`src/rtl/bmf_qor_pkg.sv`:
```
// Shared types and helpers for the BMF quality-of-result monitor.
// Holds the FSM state encoding, default widths and a saturating adder.
package bmf_qor_pkg;

  localparam int DEF_OUT_W = 4;
  localparam int DEF_CNT_W = 16;
  localparam int DEF_SUM_W = 24;

  typedef enum logic [1:0] {
    ST_IDLE  = 2'd0,
    ST_RUN   = 2'd1,
    ST_DRAIN = 2'd2,
    ST_DONE  = 2'd3
  } state_t;

  // Adds two values and clamps the result to the all-ones value of a w-bit field (w <= 32).
  function automatic logic [31:0] sat_add(input logic [31:0] a, input logic [31:0] b,
                                          input int unsigned w);
    logic [32:0] s;
    logic [32:0] mx;
    s  = {1'b0, a} + {1'b0, b};
    mx = (33'd1 << w) - 33'd1;
    return (s > mx) ? mx[31:0] : s[31:0];
  endfunction

endpackage

```
`src/rtl/bmf_err_calc.sv`:
```
// Combinational per-sample error terms: |a-b|, mismatch flag and Hamming distance.
module bmf_err_calc
  import bmf_qor_pkg::*;
#(
  parameter int OUT_W = DEF_OUT_W,
  parameter int HW    = $clog2(DEF_OUT_W + 1)
) (
  input  logic [OUT_W-1:0] a_i,
  input  logic [OUT_W-1:0] b_i,
  output logic [OUT_W-1:0] d_o,
  output logic             mismatch_o,
  output logic [HW-1:0]    h_o
);

  logic signed [OUT_W:0] diff;
  logic [OUT_W-1:0]      x;

  always_comb begin
    diff = $signed({1'b0, a_i}) - $signed({1'b0, b_i});
    // Magnitude of an (OUT_W+1)-bit difference always fits back into OUT_W bits.
    d_o  = diff[OUT_W] ? OUT_W'(-diff) : OUT_W'(diff);
    x    = a_i ^ b_i;
    mismatch_o = |x;
    h_o  = '0;
    for (int i = 0; i < OUT_W; i++) begin
      h_o = h_o + HW'(x[i]);
    end
  end

endmodule

```
`src/rtl/bmf_qor_monitor.sv`:
```
// Streaming error-statistics monitor comparing exact vs approximate partition outputs.
// Stage 1 registers per-sample error terms; stage 2 folds them into saturating accumulators.
module bmf_qor_monitor
  import bmf_qor_pkg::*;
#(
  parameter int OUT_W = DEF_OUT_W,
  parameter int CNT_W = DEF_CNT_W,
  parameter int SUM_W = DEF_SUM_W
) (
  input  logic             clk,
  input  logic             rst_n,
  input  logic             start,
  input  logic [CNT_W-1:0] num_samples,
  input  logic             in_valid,
  output logic             in_ready,
  input  logic [OUT_W-1:0] exact,
  input  logic [OUT_W-1:0] approx,
  output logic             busy,
  output logic             done,
  output logic [CNT_W-1:0] sample_cnt,
  output logic [CNT_W-1:0] err_cnt,
  output logic [SUM_W-1:0] err_sum,
  output logic [OUT_W-1:0] err_max,
  output logic [SUM_W-1:0] ham_sum,
  output logic [1:0]       dbg_state_o
);

  localparam int HW = $clog2(OUT_W + 1);

  state_t           state_q;
  logic [CNT_W-1:0] target_q, acc_q;
  logic             s1_valid_q, s1_mis_q;
  logic [OUT_W-1:0] s1_d_q;
  logic [HW-1:0]    s1_h_q;
  logic [CNT_W-1:0] sample_cnt_q, sample_cnt_d, err_cnt_q, err_cnt_d;
  logic [SUM_W-1:0] err_sum_q, err_sum_d, ham_sum_q, ham_sum_d;
  logic [OUT_W-1:0] err_max_q, err_max_d;

  logic [OUT_W-1:0] calc_d;
  logic             calc_mis;
  logic [HW-1:0]    calc_h;
  logic             xfer;

  bmf_err_calc #(.OUT_W(OUT_W), .HW(HW)) u_err_calc (
    .a_i       (exact),
    .b_i       (approx),
    .d_o       (calc_d),
    .mismatch_o(calc_mis),
    .h_o       (calc_h)
  );

  // Handshake: a sample transfers on any cycle where in_valid and in_ready are both high.
  assign in_ready = (state_q == ST_RUN) && (acc_q < target_q);
  assign xfer     = in_valid & in_ready;

  always_comb begin
    sample_cnt_d = sample_cnt_q;
    err_cnt_d    = err_cnt_q;
    err_sum_d    = err_sum_q;
    ham_sum_d    = ham_sum_q;
    err_max_d    = err_max_q;
    if (s1_valid_q) begin
      sample_cnt_d = CNT_W'(sat_add(32'(sample_cnt_q), 32'd1, CNT_W));
      err_cnt_d    = CNT_W'(sat_add(32'(err_cnt_q), 32'(s1_mis_q), CNT_W));
      err_sum_d    = SUM_W'(sat_add(32'(err_sum_q), 32'(s1_d_q), SUM_W));
      ham_sum_d    = SUM_W'(sat_add(32'(ham_sum_q), 32'(s1_h_q), SUM_W));
      err_max_d    = (s1_d_q > err_max_q) ? s1_d_q : err_max_q;
    end
  end

  always_ff @(posedge clk or negedge rst_n) begin
    if (!rst_n) begin
      state_q      <= ST_IDLE;
      target_q     <= '0;
      acc_q        <= '0;
      s1_valid_q   <= 1'b0;
      s1_mis_q     <= 1'b0;
      s1_d_q       <= '0;
      s1_h_q       <= '0;
      sample_cnt_q <= '0;
      err_cnt_q    <= '0;
      err_sum_q    <= '0;
      ham_sum_q    <= '0;
      err_max_q    <= '0;
    end else begin
      s1_valid_q <= xfer;
      if (xfer) begin
        s1_d_q   <= calc_d;
        s1_mis_q <= calc_mis;
        s1_h_q   <= calc_h;
      end
      sample_cnt_q <= sample_cnt_d;
      err_cnt_q    <= err_cnt_d;
      err_sum_q    <= err_sum_d;
      ham_sum_q    <= ham_sum_d;
      err_max_q    <= err_max_d;
      case (state_q)
        ST_IDLE, ST_DONE: begin
          // Stage 1 is always empty here, so clearing cannot drop a pending sample.
          if (start) begin
            target_q     <= num_samples;
            acc_q        <= '0;
            sample_cnt_q <= '0;
            err_cnt_q    <= '0;
            err_sum_q    <= '0;
            ham_sum_q    <= '0;
            err_max_q    <= '0;
            state_q      <= (num_samples == '0) ? ST_DONE : ST_RUN;
          end
        end
        ST_RUN: begin
          if (xfer) begin
            acc_q <= acc_q + CNT_W'(1);
            if (acc_q + CNT_W'(1) == target_q) state_q <= ST_DRAIN;
          end
        end
        ST_DRAIN: begin
          if (!s1_valid_q) state_q <= ST_DONE;
        end
        default: state_q <= ST_IDLE;
      endcase
    end
  end

  assign busy        = (state_q == ST_RUN) || (state_q == ST_DRAIN);
  assign done        = (state_q == ST_DONE);
  assign sample_cnt  = sample_cnt_q;
  assign err_cnt     = err_cnt_q;
  assign err_sum     = err_sum_q;
  assign err_max     = err_max_q;
  assign ham_sum     = ham_sum_q;
  assign dbg_state_o = state_q;

endmodule

```
`config.mk`:
```
export PLATFORM = sky130hd
export DESIGN_NAME = bmf_qor_monitor
export DESIGN_NICKNAME = d
export VERILOG_FILES = /design/src/rtl/bmf_qor_pkg.sv /design/src/rtl/bmf_err_calc.sv /design/src/rtl/bmf_qor_monitor.sv
export SDC_FILE = /design/constraint.sdc
export NUM_CORES = 1
export LEC_CHECK = 0
export CAP_MARGIN = 20
export CORE_ASPECT_RATIO = 1.75
export CORE_MARGIN = 1
export CORE_UTILIZATION = 55
export CTS_BUF_LIST = sky130_fd_sc_hd__clkbuf_8 sky130_fd_sc_hd__clkbuf_16
export CTS_CLUSTER_DIAMETER = 120
export CTS_CLUSTER_SIZE = 12
export DETAILED_ROUTE_END_ITERATION = 12
export HOLD_SLACK_MARGIN = 0.15
export PLACE_DENSITY = 0.84
export REMOVE_ABC_BUFFERS = 1
export SETUP_SLACK_MARGIN = 0.15
export SLEW_MARGIN = 10
export SYNTH_ARGS = -nofsm -noshare
export SYNTH_HDL_FRONTEND = slang
export SYNTH_SLANG_ARGS = --single-unit
```
`constraint.sdc`:
```
create_clock -name clk -period 2.95 [get_ports clk]
set_input_delay 0.59 -clock clk [delete_from_list [all_inputs] [get_ports clk]]
set_output_delay 0.59 -clock clk [all_outputs]
set_load 0.005 [all_outputs]
```
==> run_results.csv, run 1 <==
group,metric,value,unit
status,status,"finished clean",
cts,htree_levels,4,
critical_path,crit_fanout,2,
power_and_ir_drop,leakage,4.19,nW
global_route,antenna_found_initial,0,
detailed_routing,wl_met1,7560,um
yosys,synth-async-reset-ratio,100,%
critical_path,cp-end-kind,"output port",
detailed_routing,met2_wirelength,11600,um
global_route,grt_usage,30.0,%
sta,fin_crit_sh,93.3,%
critical_path,cp_data_arrival_time,2160,ps
job,maxCapViolCount,0,
detailed_routing,avgViaCountPerCell,6.31,
detailed_routing,met3WireLength,1190,um
sta,rsz0062_at_grt,"false",
cts,cts_root_buf,"clkbuf_16",
critical_path,setup.worst_path.start_class,"register",
sta,skew,11.7,ps
layout,fillCellCount,970,
critical_path,critical_path.cell_chain,"inv_1 > ha_1 > a211oi_2 > nand2_1 > o211ai_1 > and2_1 > dlygate4sd2_1",
place,place_ws,110,ps
sta,max_freq,363,MHz
floorplan,die_y,159,um
power_and_ir_drop,switching_power,0.00323,W
sta,drv_slew,0,
detailed_routing,wl_per_cell,18.1,um
sta,min_period,2750,ps
power_and_ir_drop,p_int,0.00523,W
critical_path,cp_num_buf_inv,2,
yosys,synth_top_area_cell,"dfrtp_1",
cts,cts_tree,"yes",
detailed_routing,num_vias,7450,
cts,ctsLongestPathBuffers,2,
floorplan,initial_core_util,57.1,%
layout,multi_input_area,0.00423,mm2
yosys,netlist_top_cells_area,"dfrtp_1 (41%), ha_1 (7.1%), o21ai_0 (5.0%)",
critical_path,path_class,"register to output port",
critical_path,slowest_delay,380,ps
detailed_routing,dr.first_iter.drc_count,502,
yosys,ys_ff_latch,127,
yosys,synth_area,0.00771,mm2
critical_path,slowest_stage,"dfrtp_1",
layout,seqCellArea,0.00318,mm2
yosys,ys_types,66,
place,dp_hpwl,14700,um
yosys,syn_inst,862,
detailed_routing,drtAntennaViolNets,0,
layout,num_antenna_cells,0,
sta,hold_viol,0,
yosys,seq_area_frac_synth,41.2,%
sta,max_slew.worst_pin.slew,962,ps
detailed_routing,drc_errors,0,
place,place_congestion,0.924,
yosys,synth_edf_count,0,
cts,clk-insertion-delay-late,420,ps
floorplan,core.rowCount,56,
cts,cts_made_buffers,17,
yosys,yosys_warnings,0,
power_and_ir_drop,p_comb_share,41.6,%
global_route,grt_overflow,0,
floorplan,die_w,91.5,um
global_route,grt_pass1_vias,7191,
layout,area_growth,28.5,%
critical_path,path_depth,7,
power_and_ir_drop,total_power,0.00846,W
layout,drive_gt1_share,10.4,%
power_and_ir_drop,peakVddDrop,0.00108,V
sta,slew_headroom,35.3,%
yosys,synth_most_common_cell,"dfrtp_1",
detailed_routing,highest_layer,"met4",
cts,ctsHoldBuffers,0,
yosys,synthFlopType,"dfrtp_1",
global_route,grt_max_degree,55,
sta,setup_slack,198,ps
critical_path,r2r_cells,11,
detailed_routing,finalWirelength,21400,um
floorplan,io_pins,117,
power_and_ir_drop,switching_share,38.1,%
sta,setup_tns,0,ps
cts,cts_sinks,127,
global_route,grt_pass1_wl,34200,um
hold_path,hp-class,"input port to asynchronous set/reset pin",
yosys,synth_top_area_share,41.2,%
yosys,synth_common_cells,"dfrtp_1 (127), o21ai_0 (77), nand2_1 (74)",
power_and_ir_drop,clkPwrFrac,26.2,%
critical_path,path_delay_family,"compound AO/OA/AOI/OAI gates",
floorplan,core,0.0135,mm2
layout,fin_nets,1071,
detailed_routing,drtPass1Iterations,5,
floorplan,die_area,0.0145,mm2
power_and_ir_drop,pwr_density_cell,853,mW/mm2
cts,clk_pin_slew_worst_paths,60,ps
place,port_buffers,116,
critical_path,required,2360,ps
yosys,syn_area_per_cell,8.95,um2
sta,finalSetupViolCount,0,
power_and_ir_drop,power_frac_seq,32.2,%
[stage by stage]
step | instance area, um2 | hold WS (ps) | instances | util [%]
5_1_grt | 9920 | 230 | 1181 | 73.3
6_report | 9920 | 194 | 1181 | 73.3
2_1_floorplan | 7550 | 294 | 823 | -
3_3_place_gp | 9160 | 466 | 1142 | 67.8
4_1_cts | 9840 | 217 | 1176 | 72.7
3_5_place_dp | 9160 | 481 | 1142 | 67.8
[worst reg2reg max path: cells and delay by family (launching register included)]
kind | cells | cell delay [ps]
adders and majority gates | 2 | 580
AOI/OAI and AO/OA | 5 | 1200
buffers and inverters | 2 | 260
DFF | 1 | 390
and+or+nand+nor | 2 | 150
[routing by layer]
layer  global-route usage [%]  vias to the layer above
met4                     17.9                        0
met3                     5.83                       90
met2                     54.7                      344
li1                         -                     3437
met5                        0                        -
met1                     32.0                     3579
[area by class of cell]
cell class | instances | area share (%)
multi-input combinational | 639 | 42.7
clock buffer | 17 | 4.29
inverter | 57 | 2.16
clock inverter | 14 | 1.96
timing repair buffer | 153 | 14.6
sequential | 127 | 32.1
tap | 174 | 2.20
[kinds of logic after synthesis]
kind of cell	count (synthesis)	synth area share (%)
DFF	127	41.2
xor gates and xnor gates	27	3.07
AOI/OAI and AO/OA	258	21.4
adders and majority gates	48	8.17
buffers and inverters	96	4.88
muxes	16	2.14
and+or+nand+nor	290	19.2
[cell usage in the layout, fill, tap and decap left out, types with 5 or more instances in the layout]
master | synthesis | routed
a211oi_1 | 21 | 20
nor2_1 | 59 | 59
and3_1 | 12 | 12
or3_1 | 6 | 6
a21o_1 | 8 | 8
nor4_1 | 10 | 10
nor3_1 | 38 | 37
o21ai_0 | 77 | 75
o21a_1 | 17 | 17
nand2_1 | 74 | 74
buf_4 | 0 | 37
clkinvlp_4 | 0 | 5
nand4_1 | 21 | 21
and4_1 | 7 | 7
and2_1 | 7 | 6
a21oi_1 | 60 | 58
xnor2_1 | 18 | 18
nand2b_1 | 6 | 6
a31oi_1 | 11 | 10
ha_1 | 44 | 42
clkdlybuf4s50_1 | 0 | 114
nand3_1 | 26 | 26
a311oi_1 | 16 | 16
clkbuf_16 | 0 | 17
xor2_1 | 9 | 9
mux2i_1 | 12 | 12
inv_1 | 55 | 54
dfrtp_1 | 127 | 123
o31ai_1 | 11 | 10
[power groups by stage]
| stage | Clock, W | Combinational, W | Sequential, W |
|---|---|---|---|
| after global placement | 0 | 0.00328 | 0.00271 |
| after floorplan | 0 | 0.00192 | 0.00267 |
| after CTS | 0.00223 | 0.00344 | 0.00271 |
| after global routing | 0.00232 | 0.00388 | 0.00278 |
| after detailed placement | 0 | 0.00338 | 0.00273 |
| final | 0.00222 | 0.00352 | 0.00272 |
[state kept, by name, indices dropped and copies added (netlist names)]
signal       flops
err_sum         24
ham_sum         24
acc_q           16
err_cnt         16
sample_cnt      16
target_q        16
err_max          4
s1_d_q           4
s1_h_q           3
dbg_state_o      2
s1_mis_q         1
s1_valid_q       1
[what timing repair did]
item,4_1_cts,5_1_grt
endpoints found under the setup margin,5,19
setup buffers,3,5
resized for setup,11,9
pin swaps,4,3
[final timing paths]
kind	startpoint	endpoint	slack, ps
worst max-delay path	target_q[4]	in_ready	200
max in group asynchronous	rst_n	target_q[11]	2050
worst max register to register	err_sum[0]	err_sum[10]	270
min in group clk	s1_mis_q	s1_mis_q	490
worst min-delay path	rst_n	ham_sum[19]	190
worst min register to register	s1_mis_q	s1_mis_q	490
(Power assumes the default switching activity.)
==> run 2, diff against run 1 <==
--- a/config.mk
+++ b/config.mk
@@ -13,10 +13,12 @@
 export CTS_CLUSTER_DIAMETER = 120
 export CTS_CLUSTER_SIZE = 12
 export DETAILED_ROUTE_END_ITERATION = 12
+export GPL_TIMING_DRIVEN = 0
 export HOLD_SLACK_MARGIN = 0.15
 export PLACE_DENSITY = 0.84
 export REMOVE_ABC_BUFFERS = 1
 export SETUP_SLACK_MARGIN = 0.15
+export SKIP_LAST_GASP = 1
 export SLEW_MARGIN = 10
 export SYNTH_ARGS = -nofsm -noshare
 export SYNTH_HDL_FRONTEND = slang
==> run 2 against run 1 <==
Compared with the run above: setup slack gained 13 ps; first-iteration DRC count shrank 7.8%; critical path depth is the same; flip-flop and latch count is the same; die area is the same; highest routed layer unchanged.
==> run_results.csv, run 2 (synthesis results as in run 1) <==
group,metric,value,unit
global_route,grt_max_degree,72,
sta,setup_tns,0,ps
layout,final_util,73.7,%
global_route,grt_usage,28.8,%
detailed_routing,drtAntennaViolNets,0,
critical_path,path_depth,7,
critical_path,setup.worst_path.start_class,"register",
detailed_routing,drtPass1Iterations,5,
cts,clk-insertion-delay-late,410,ps
sta,finalSetupViolCount,0,
place,place_congestion,0.899,
critical_path,cp_data_arrival_time,3020,ps
layout,area_growth,29.2,%
global_route,grt_pass1_wl,33400,um
layout,mostFrequentLayoutCells,"dfrtp_1 (119), clkdlybuf4s50_1 (114), o21ai_0 (77)",
layout,seqCellArea,0.00319,mm2
detailed_routing,finalWirelength,20600,um
layout,num_antenna_cells,0,
floorplan,initial_core_util,57.1,%
critical_path,slowest_delay,530,ps
power_and_ir_drop,pwr_density_cell,829,mW/mm2
critical_path,r2r_cells,7,
cts,clk_pin_slew_worst_paths,60,ps
sta,fin_hold_ws,128,ps
sta,fin_crit_sh,92.8,%
cts,htree_levels,4,
sta,slew_headroom,39.3,%
global_route,grt_pass1_vias,7089,
critical_path,cp_num_buf_inv,0,
layout,multi_input_area,0.00434,mm2
cts,cts_sinks,127,
sta,max_freq,365,MHz
layout,fillCellCount,979,
floorplan,die_w,91.5,um
global_route,antenna_found_initial,0,
critical_path,path_class,"register to register",
hold_path,hp-class,"input port to asynchronous set/reset pin",
layout,layout_commonest_cell,"dfrtp_1",
job,maxCapViolCount,0,
critical_path,cp-end-kind,"register",
sta,rsz0062_at_grt,"true",
global_route,grt_overflow,0,
cts,cts_tree,"yes",
cts,cts_made_buffers,17,
place,place_area,0.00901,mm2
sta,min_period,2740,ps
sta,hold_viol,0,
cts,ctsLongestPathBuffers,2,
critical_path,path_delay_family,"simple AND/OR/NAND/NOR gates",
status,status,"finished clean",
floorplan,core.rowCount,56,
floorplan,die_area,0.0145,mm2
layout,drive_gt1_share,12.4,%
detailed_routing,drc_errors,0,
cts,cts_root_buf,"clkbuf_16",
critical_path,crit_fanout,8,
sta,drv_slew,0,
power_and_ir_drop,peakVddDrop,0.00135,V
critical_path,worst-r2r-setup-slack,210,ps
floorplan,die_y,159,um
floorplan,core,0.0135,mm2
detailed_routing,avgViaCountPerCell,6.22,
sta,skew,7.59,ps
critical_path,slowest_stage,"or3_1",
place,dp_hpwl,14000,um
detailed_routing,wl_per_cell,17.5,um
detailed_routing,dr.first_iter.drc_count,463,
layout,fin_nets,1066,
critical_path,critical_path.cell_chain,"ha_2 > nand4_1 > or3_1 > xnor2_1 > a2111oi_2 > a31oi_1 > mux2i_1",
critical_path,required,3230,ps
layout,stdcell_area,0.00996,mm2
place,port_buffers,116,
detailed_routing,num_vias,7326,
floorplan,io_pins,117,
power_and_ir_drop,leakage,4.15,nW
sta,max_slew.worst_pin.slew,902,ps
run 2: layer usage:
layer | track usage (%) | vias up | routed length, um
met1 | 32.0 | 3551 | 7680
met5 | 0 | - | 0
li1 | - | 3421 | -
met2 | 52.6 | 300 | 11200
met4 | 15.0 | 0 | 699
met3 | 4.68 | 54 | 1040
run 2: worst paths after layout:
path                             start        endpoint
max                           acc_q[1]  dbg_state_o[0]
min                              rst_n     ham_sum[23]
max reg2reg                   acc_q[1]  dbg_state_o[0]
min reg2reg                target_q[0]     target_q[0]
min in group clk           target_q[0]     target_q[0]
max in group asynchronous        rst_n      s1_valid_q
run 2: per-stage QoR:
| stage | instances | power [W] | setup slack (ps) |
|---|---|---|---|
| after floorplan | 823 | 0.00459 | -889 |
| after global routing | 1177 | 0.00880 | 96.8 |
| final | 1177 | 0.00826 | 211 |
| after CTS | 1166 | 0.00815 | 170 |
| after detailed placement | 1117 | 0.00600 | -828 |
| after global placement | 1113 | 0.00584 | -3830 |
run 2: final cells by class:
cell class / count / share of cell area (%)
clock buffers: 18 / 4.41
flip-flops and latches: 127 / 32.0
clock inverters: 14 / 1.19
inverters: 57 / 2.20
well taps: 174 / 2.18
repair buffers: 148 / 14.5
multi-input cells: 639 / 43.6
run 2: report_power, final:
part	total [W]	switching, W	internal (W)
Clock	0.00199	0.000809	0.00118
Sequential	0.00273	0.000539	0.00220
Combinational	0.00354	0.00188	0.00166
run 2: repair_timing:
| action | 4_1_cts | 5_1_grt |
|---|---|---|
| gates resized for setup | 28 | 18 |
| setup buffers | 17 | 11 |
| endpoints found under the setup margin | 50 | 48 |
| cloned | 0 | 0 |
| pin swaps | 4 | 10 |
| hold buffers | 0 | 0 |
